**config.mk**
```make
export PLATFORM = sky130hd
export DESIGN_NAME = pipeline_stall_flush_ctrl
export DESIGN_NICKNAME = d
export VERILOG_FILES = /design/src/rtl/pipeline_stall_flush_ctrl.sv
export SDC_FILE = /design/constraint.sdc
export NUM_CORES = 1
export LEC_CHECK = 0
export CAP_MARGIN = 20
export CORE_MARGIN = 2
export CORE_UTILIZATION = 45
export CTS_CLUSTER_DIAMETER = 80
export DETAILED_ROUTE_END_ITERATION = 10
export GPL_TIMING_DRIVEN = 0
export PLACE_DENSITY = 0.76
export SETUP_SLACK_MARGIN = 0.5
export SYNTH_ARGS = -nofsm -noshare
export SYNTH_HDL_FRONTEND = slang
export SYNTH_SLANG_ARGS = --single-unit
```
**constraint.sdc**
```tcl
create_clock -name i_clk -period 3.11 [get_ports i_clk]
set_clock_uncertainty 0.2 [all_clocks]
set_input_delay 0.933 -clock i_clk [delete_from_list [all_inputs] [get_ports i_clk]]
set_output_delay 0.933 -clock i_clk [all_outputs]
set_load 0.02 [all_outputs]
```
**src/rtl/pipeline_stall_flush_ctrl.sv**
```systemverilog
// Pipeline stall/flush sequencer: converts hazard and data-memory handshake signals into
// per-stage enable/flush controls, plus saturating stall/flush counters and a sticky timeout.
module pipeline_stall_flush_ctrl #(
  parameter int BR_SHADOW   = 1,
  parameter int MEM_TIMEOUT = 255,
  parameter int NB_CNT      = 32
) (
  input  logic              i_clk,
  input  logic              i_rst_n,
  input  logic              i_load_hazard,
  input  logic              i_branch_hazard,
  input  logic              i_mem_req,
  input  logic              i_dmem_ready,
  output logic              o_pc_en,
  output logic              o_if_id_en,
  output logic              o_if_id_flush,
  output logic              o_id_ex_en,
  output logic              o_id_ex_flush,
  output logic              o_ex_mem_en,
  output logic              o_mem_wb_flush,
  output logic [NB_CNT-1:0] o_stall_cnt,
  output logic [NB_CNT-1:0] o_flush_cnt,
  output logic              o_mem_timeout
);

  localparam int          WAIT_W    = $clog2(MEM_TIMEOUT + 1);
  localparam logic [2:0]  SHADOW_LD = 3'(BR_SHADOW);

  typedef enum logic [1:0] {
    ST_RUN,
    ST_MEM_WAIT,
    ST_BR_SHADOW
  } state_t;

  state_t              r_state, w_state_nxt;
  logic [2:0]          r_shadow_cnt, w_shadow_cnt_nxt;
  logic [WAIT_W-1:0]   r_wait_cnt;
  logic                r_guard;
  logic                r_timeout;
  logic [NB_CNT-1:0]   r_stall_cnt;
  logic [NB_CNT-1:0]   r_flush_cnt;

  logic w_mem_stall;
  logic w_branch_take;
  logic w_load_stall;
  logic w_timeout_hit;

  assign w_mem_stall   = i_mem_req & ~i_dmem_ready;
  // The MEM_TIMEOUT-th consecutive wait cycle already reports the timeout in that same cycle.
  assign w_timeout_hit = w_mem_stall && (r_wait_cnt >= WAIT_W'(MEM_TIMEOUT - 1));

  // NOTE: every signal driven here gets a default first, so no path leaves one unassigned (no latch).
  always_comb begin
    o_pc_en          = 1'b1;
    o_if_id_en       = 1'b1;
    o_if_id_flush    = 1'b0;
    o_id_ex_en       = 1'b1;
    o_id_ex_flush    = 1'b0;
    o_ex_mem_en      = 1'b1;
    o_mem_wb_flush   = 1'b0;
    w_state_nxt      = ST_RUN;
    w_shadow_cnt_nxt = r_shadow_cnt;
    w_branch_take    = 1'b0;
    w_load_stall     = 1'b0;

    if (!i_rst_n) begin
      o_pc_en        = 1'b0;
      o_if_id_en     = 1'b0;
      o_if_id_flush  = 1'b1;
      o_id_ex_en     = 1'b0;
      o_id_ex_flush  = 1'b1;
      o_ex_mem_en    = 1'b0;
      o_mem_wb_flush = 1'b1;
    end else if (w_mem_stall) begin
      // Whole front end freezes; branch/load stay pending on their inputs until release.
      o_pc_en          = 1'b0;
      o_if_id_en       = 1'b0;
      o_id_ex_en       = 1'b0;
      o_ex_mem_en      = 1'b0;
      o_mem_wb_flush   = 1'b1;
      w_state_nxt      = ST_MEM_WAIT;
      w_shadow_cnt_nxt = 3'd0;
    end else if (i_branch_hazard) begin
      o_if_id_flush = 1'b1;
      o_id_ex_flush = 1'b1;
      w_branch_take = 1'b1;
      if (BR_SHADOW > 0) begin
        w_state_nxt      = ST_BR_SHADOW;
        w_shadow_cnt_nxt = SHADOW_LD;
      end
    end else if (r_state == ST_BR_SHADOW) begin
      o_if_id_flush = 1'b1;
      if (r_shadow_cnt <= 3'd1) begin
        w_shadow_cnt_nxt = 3'd0;
      end else begin
        w_state_nxt      = ST_BR_SHADOW;
        w_shadow_cnt_nxt = r_shadow_cnt - 3'd1;
      end
    end else if (i_load_hazard && !r_guard) begin
      o_pc_en       = 1'b0;
      o_if_id_en    = 1'b0;
      o_id_ex_flush = 1'b1;
      w_load_stall  = 1'b1;
    end
  end

  // NOTE: sequential state uses non-blocking assignments so every register samples pre-edge values.
  // NOTE: only control/counter flops exist here, so all of them take the asynchronous reset.
  always_ff @(posedge i_clk or negedge i_rst_n) begin
    if (!i_rst_n) begin
      r_state      <= ST_RUN;
      r_shadow_cnt <= 3'd0;
      r_wait_cnt   <= '0;
      r_guard      <= 1'b0;
      r_timeout    <= 1'b0;
      r_stall_cnt  <= '0;
      r_flush_cnt  <= '0;
    end else begin
      r_state      <= w_state_nxt;
      r_shadow_cnt <= w_shadow_cnt_nxt;

      if (w_mem_stall) begin
        if (r_wait_cnt != WAIT_W'(MEM_TIMEOUT)) r_wait_cnt <= r_wait_cnt + 1'b1;
      end else begin
        r_wait_cnt <= '0;
      end

      if (w_timeout_hit) r_timeout <= 1'b1;

      // Guard marks that the current load-use pair has already had its bubble.
      if (w_load_stall)  r_guard <= 1'b1;
      else if (o_pc_en)  r_guard <= 1'b0;

      if (!o_pc_en && (r_stall_cnt != '1)) r_stall_cnt <= r_stall_cnt + 1'b1;
      if (w_branch_take && (r_flush_cnt != '1)) r_flush_cnt <= r_flush_cnt + 1'b1;
    end
  end

  assign o_stall_cnt   = r_stall_cnt;
  assign o_flush_cnt   = r_flush_cnt;
  assign o_mem_timeout = r_timeout | (w_timeout_hit & i_rst_n);

endmodule

```
==> out/metrics.yaml <==
timing:
  slew_violations: 0
  period_needed_ns: 2.97
  fmax_ghz: 0.337
  worst_pin_slew_ns: 0.589
  finalHoldViolCount: 0
  maxSlewHeadroom: 0.606
  fin_crit_sh: 0.955
  rsz0062_at_grt: "true"
  setup_viol: 0
  timing.final.ws_setup_ns: 0.141
  timing.hold.ws_ns: 0.147
  fin_tns_setup_ns: 0
synthesis:
  ys_seq_elements: 79
  ys_warn_count: 0
  ys_types: 54
  synthArstFlopShare: 1.00
  synth_area_sq_mm: 0.00414
  synth_ff_type: "dfrtp_1"
  avgSynthCellArea_sq_um: 10.3
  synth-xor-area-share: 0.127
  synth_top_family_by_area: "simple AND/OR/NAND/NOR gates"
  syn_inst: 401
  muxShareOfSynthArea: 0.0112
  synth-compound-area-share: 0.0575
  synth_nets: 412
  synth_enable_flop_cells: 0
  synth_fa_ha_area_frac: 0.0151
  synth-simple-area-share: 0.280
  synth.yosys.seq_area_share: 0.478
critical_path:
  crit_buf_inv: 3
  critPathLaunchType: "input port"
  rrSetupSlack_ns: 0.73
  crit_chain: "buf_8, or2b_4, clkbuf_16, nor3_4, a21o_1, buf_6"
  cp_max_fo: 4
  critPathKind: "input port to output port"
  worst_path_max_delay_cell: "or2b_4"
  reg2regPathDepth: 6
  crit_cells: 6
  cp_data_required_time_ns: 1.98
  cpLargestDelayFamily: "simple AND/OR/NAND/NOR gates"
  max_stage_delay_ns: 0.26
  cp-end-kind: "output port"
  worst_ep_arrival_time_ns: 1.84
global_routing:
  grt_max_degree: 33
  grt_use_total: 0.205
  grt_pass1_vias: 3477
  antenna_found_initial: 0
  grt-ovfl-total: 0
  grt_pass1_wl_um: 16500
die:
  rows: 34
  fp.dieW_um: 99.9
  die_h_um: 99.9
  boundaryPins: 78
  fp.coreArea_sq_mm: 0.00881
  die-area_sq_mm: 0.00998
  initial_core_util: 0.470
clock_network:
  clock_path_buffers: 2
  cts_tree: "built"
  cts.clk_slew.worst_paths_ns: 0.08
  cts_hold_buf: 0
  insertion_delay_ns: 0.35
  cts-root-buf: "clkbuf_8"
  cts_buffers: 9
  clock-sinks: 79
  cts.htree.levels: 3
power:
  ir_drop_v: 0.000444
  p_per_area_mw_per_mm2: 501
  p_leak_nw: 2.91
placement:
  place.gp.congestion: 0.804
  io_buffers: 76
  dp_hpwl_um: 6840
  placed_area_sq_mm: 0.00511
  dpl_worst_slack_ns: -0.911
routing:
  drt_iter0_drc: 120
  antenna_left: 0
  wirelength_um: 9940
  drc: 0
  num_vias: 3484
  viasPerCell: 5.58
  dr.pass1.iters: 5
  wire_per_inst_um: 15.9
cells_and_area:
  final_cell_mix: "dfrtp_1 (79), xor2_1 (43), clkdlybuf4s50_1 (37), nand2_1 (32), nor3_1 (30)"
  fill_cells: 685
  diodes: 0
  final_common_cell: "dfrtp_1"
  final_util: 0.645
  drive_gt1_frac: 0.182
  nNetsFinal: 522
  design_area_sq_mm: 0.00568
  syn2layout_area_growth_pct: 37.2
flow_run:
  drv_cap: 0
min_path:
  hold_path.class: "input port to async pin"
status:
  outcome: "finished, final reports clean"
-- through the flow --
stage / total power [W] / std cells
floorplan: 0.00164 / 401
global placement: 0.00195 / 585
detailed placement: 0.00198 / 586
CTS: 0.00286 / 618
global route: 0.00299 / 624
finish: 0.00285 / 624
-- state kept, by name (all words and copies together) (netlist names) --
| signal | count |
|---|---|
| r_wait_cnt | 8 |
| r_guard | 1 |
| r_timeout | 1 |
| r_shadow_cnt | 3 |
| o_stall_cnt | 32 |
| o_flush_cnt | 32 |
| r_state | 2 |
-- report_power, final --
group / internal, W / switching [W] / total [W]
clock: 0.000496 / 0.000366 / 0.000862
combinational: 0.000339 / 0.000347 / 0.000686
sequential: 0.00114 / 0.000160 / 0.00130
-- final cells by class --
class / count / area, sq um / share of cell area
plain buffers: 12 / 131 / 0.0231
repair buffers: 99 / 1080 / 0.190
inverters: 12 / 50.0 / 0.00882
multi-input cells: 298 / 2080 / 0.366
clock inverters: 3 / 65.1 / 0.0115
well taps: 108 / 135 / 0.0238
clock buffers: 13 / 159 / 0.0280
flip-flops and latches: 79 / 1980 / 0.348
-- logic make-up after synthesis --
logic type / Yosys count
and+or+nand+nor: 196
DFF: 79
xor gates and xnor gates: 60
AOI/OAI and AO/OA: 33
buffers and inverters: 24
adders and majority gates: 5
muxes: 4
-- path summary, 6_finish.rpt --
check	startpoint	end
worst min register to register	r_timeout	r_timeout
min in group i_clk	r_timeout	r_timeout
worst max register to register	o_flush_cnt[0]	o_flush_cnt[20]
max in group asynchronous	i_rst_n	o_flush_cnt[26]
worst max-delay path	i_dmem_ready	o_mem_timeout
worst min-delay path	i_rst_n	o_stall_cnt[6]
-- synth_stat cells, drive strengths merged, types with 4 or more instances --
cell | n | area (sq um)
a21oi | 10 | 50.1
dfrtp | 79 | 1980
and4 | 5 | 43.8
and3 | 10 | 72.6
xnor2 | 17 | 149
nor3 | 31 | 155
nand3 | 27 | 140
nand2 | 34 | 128
nand4 | 24 | 175
xor2 | 43 | 377
and2 | 4 | 25.0
buf | 10 | 78.8
inv | 12 | 45.0
nor4 | 14 | 151
nor2 | 31 | 121
o21ai | 7 | 35.0
ha | 5 | 62.6
-- metal layers --
metal / vias up / routed length [um] / track usage
li1: 1648 / - / -
met2: 119 / 4950 / 0.355
met3: 18 / 532 / 0.0487
met1: 1699 / 4310 / 0.256
met4: 0 / 142 / 0.0601
met5: - / 0 / 0
-- repair_timing --
| item | in CTS | in global routing |
|---|---|---|
| gates cloned | 2 | 0 |
| pin swaps | 4 | 8 |
| endpoints found under the setup margin | 63 | 29 |
| resized for setup | 78 | 29 |
| buffers inserted | 14 | 6 |
Power figures use the tool's default switching activity.
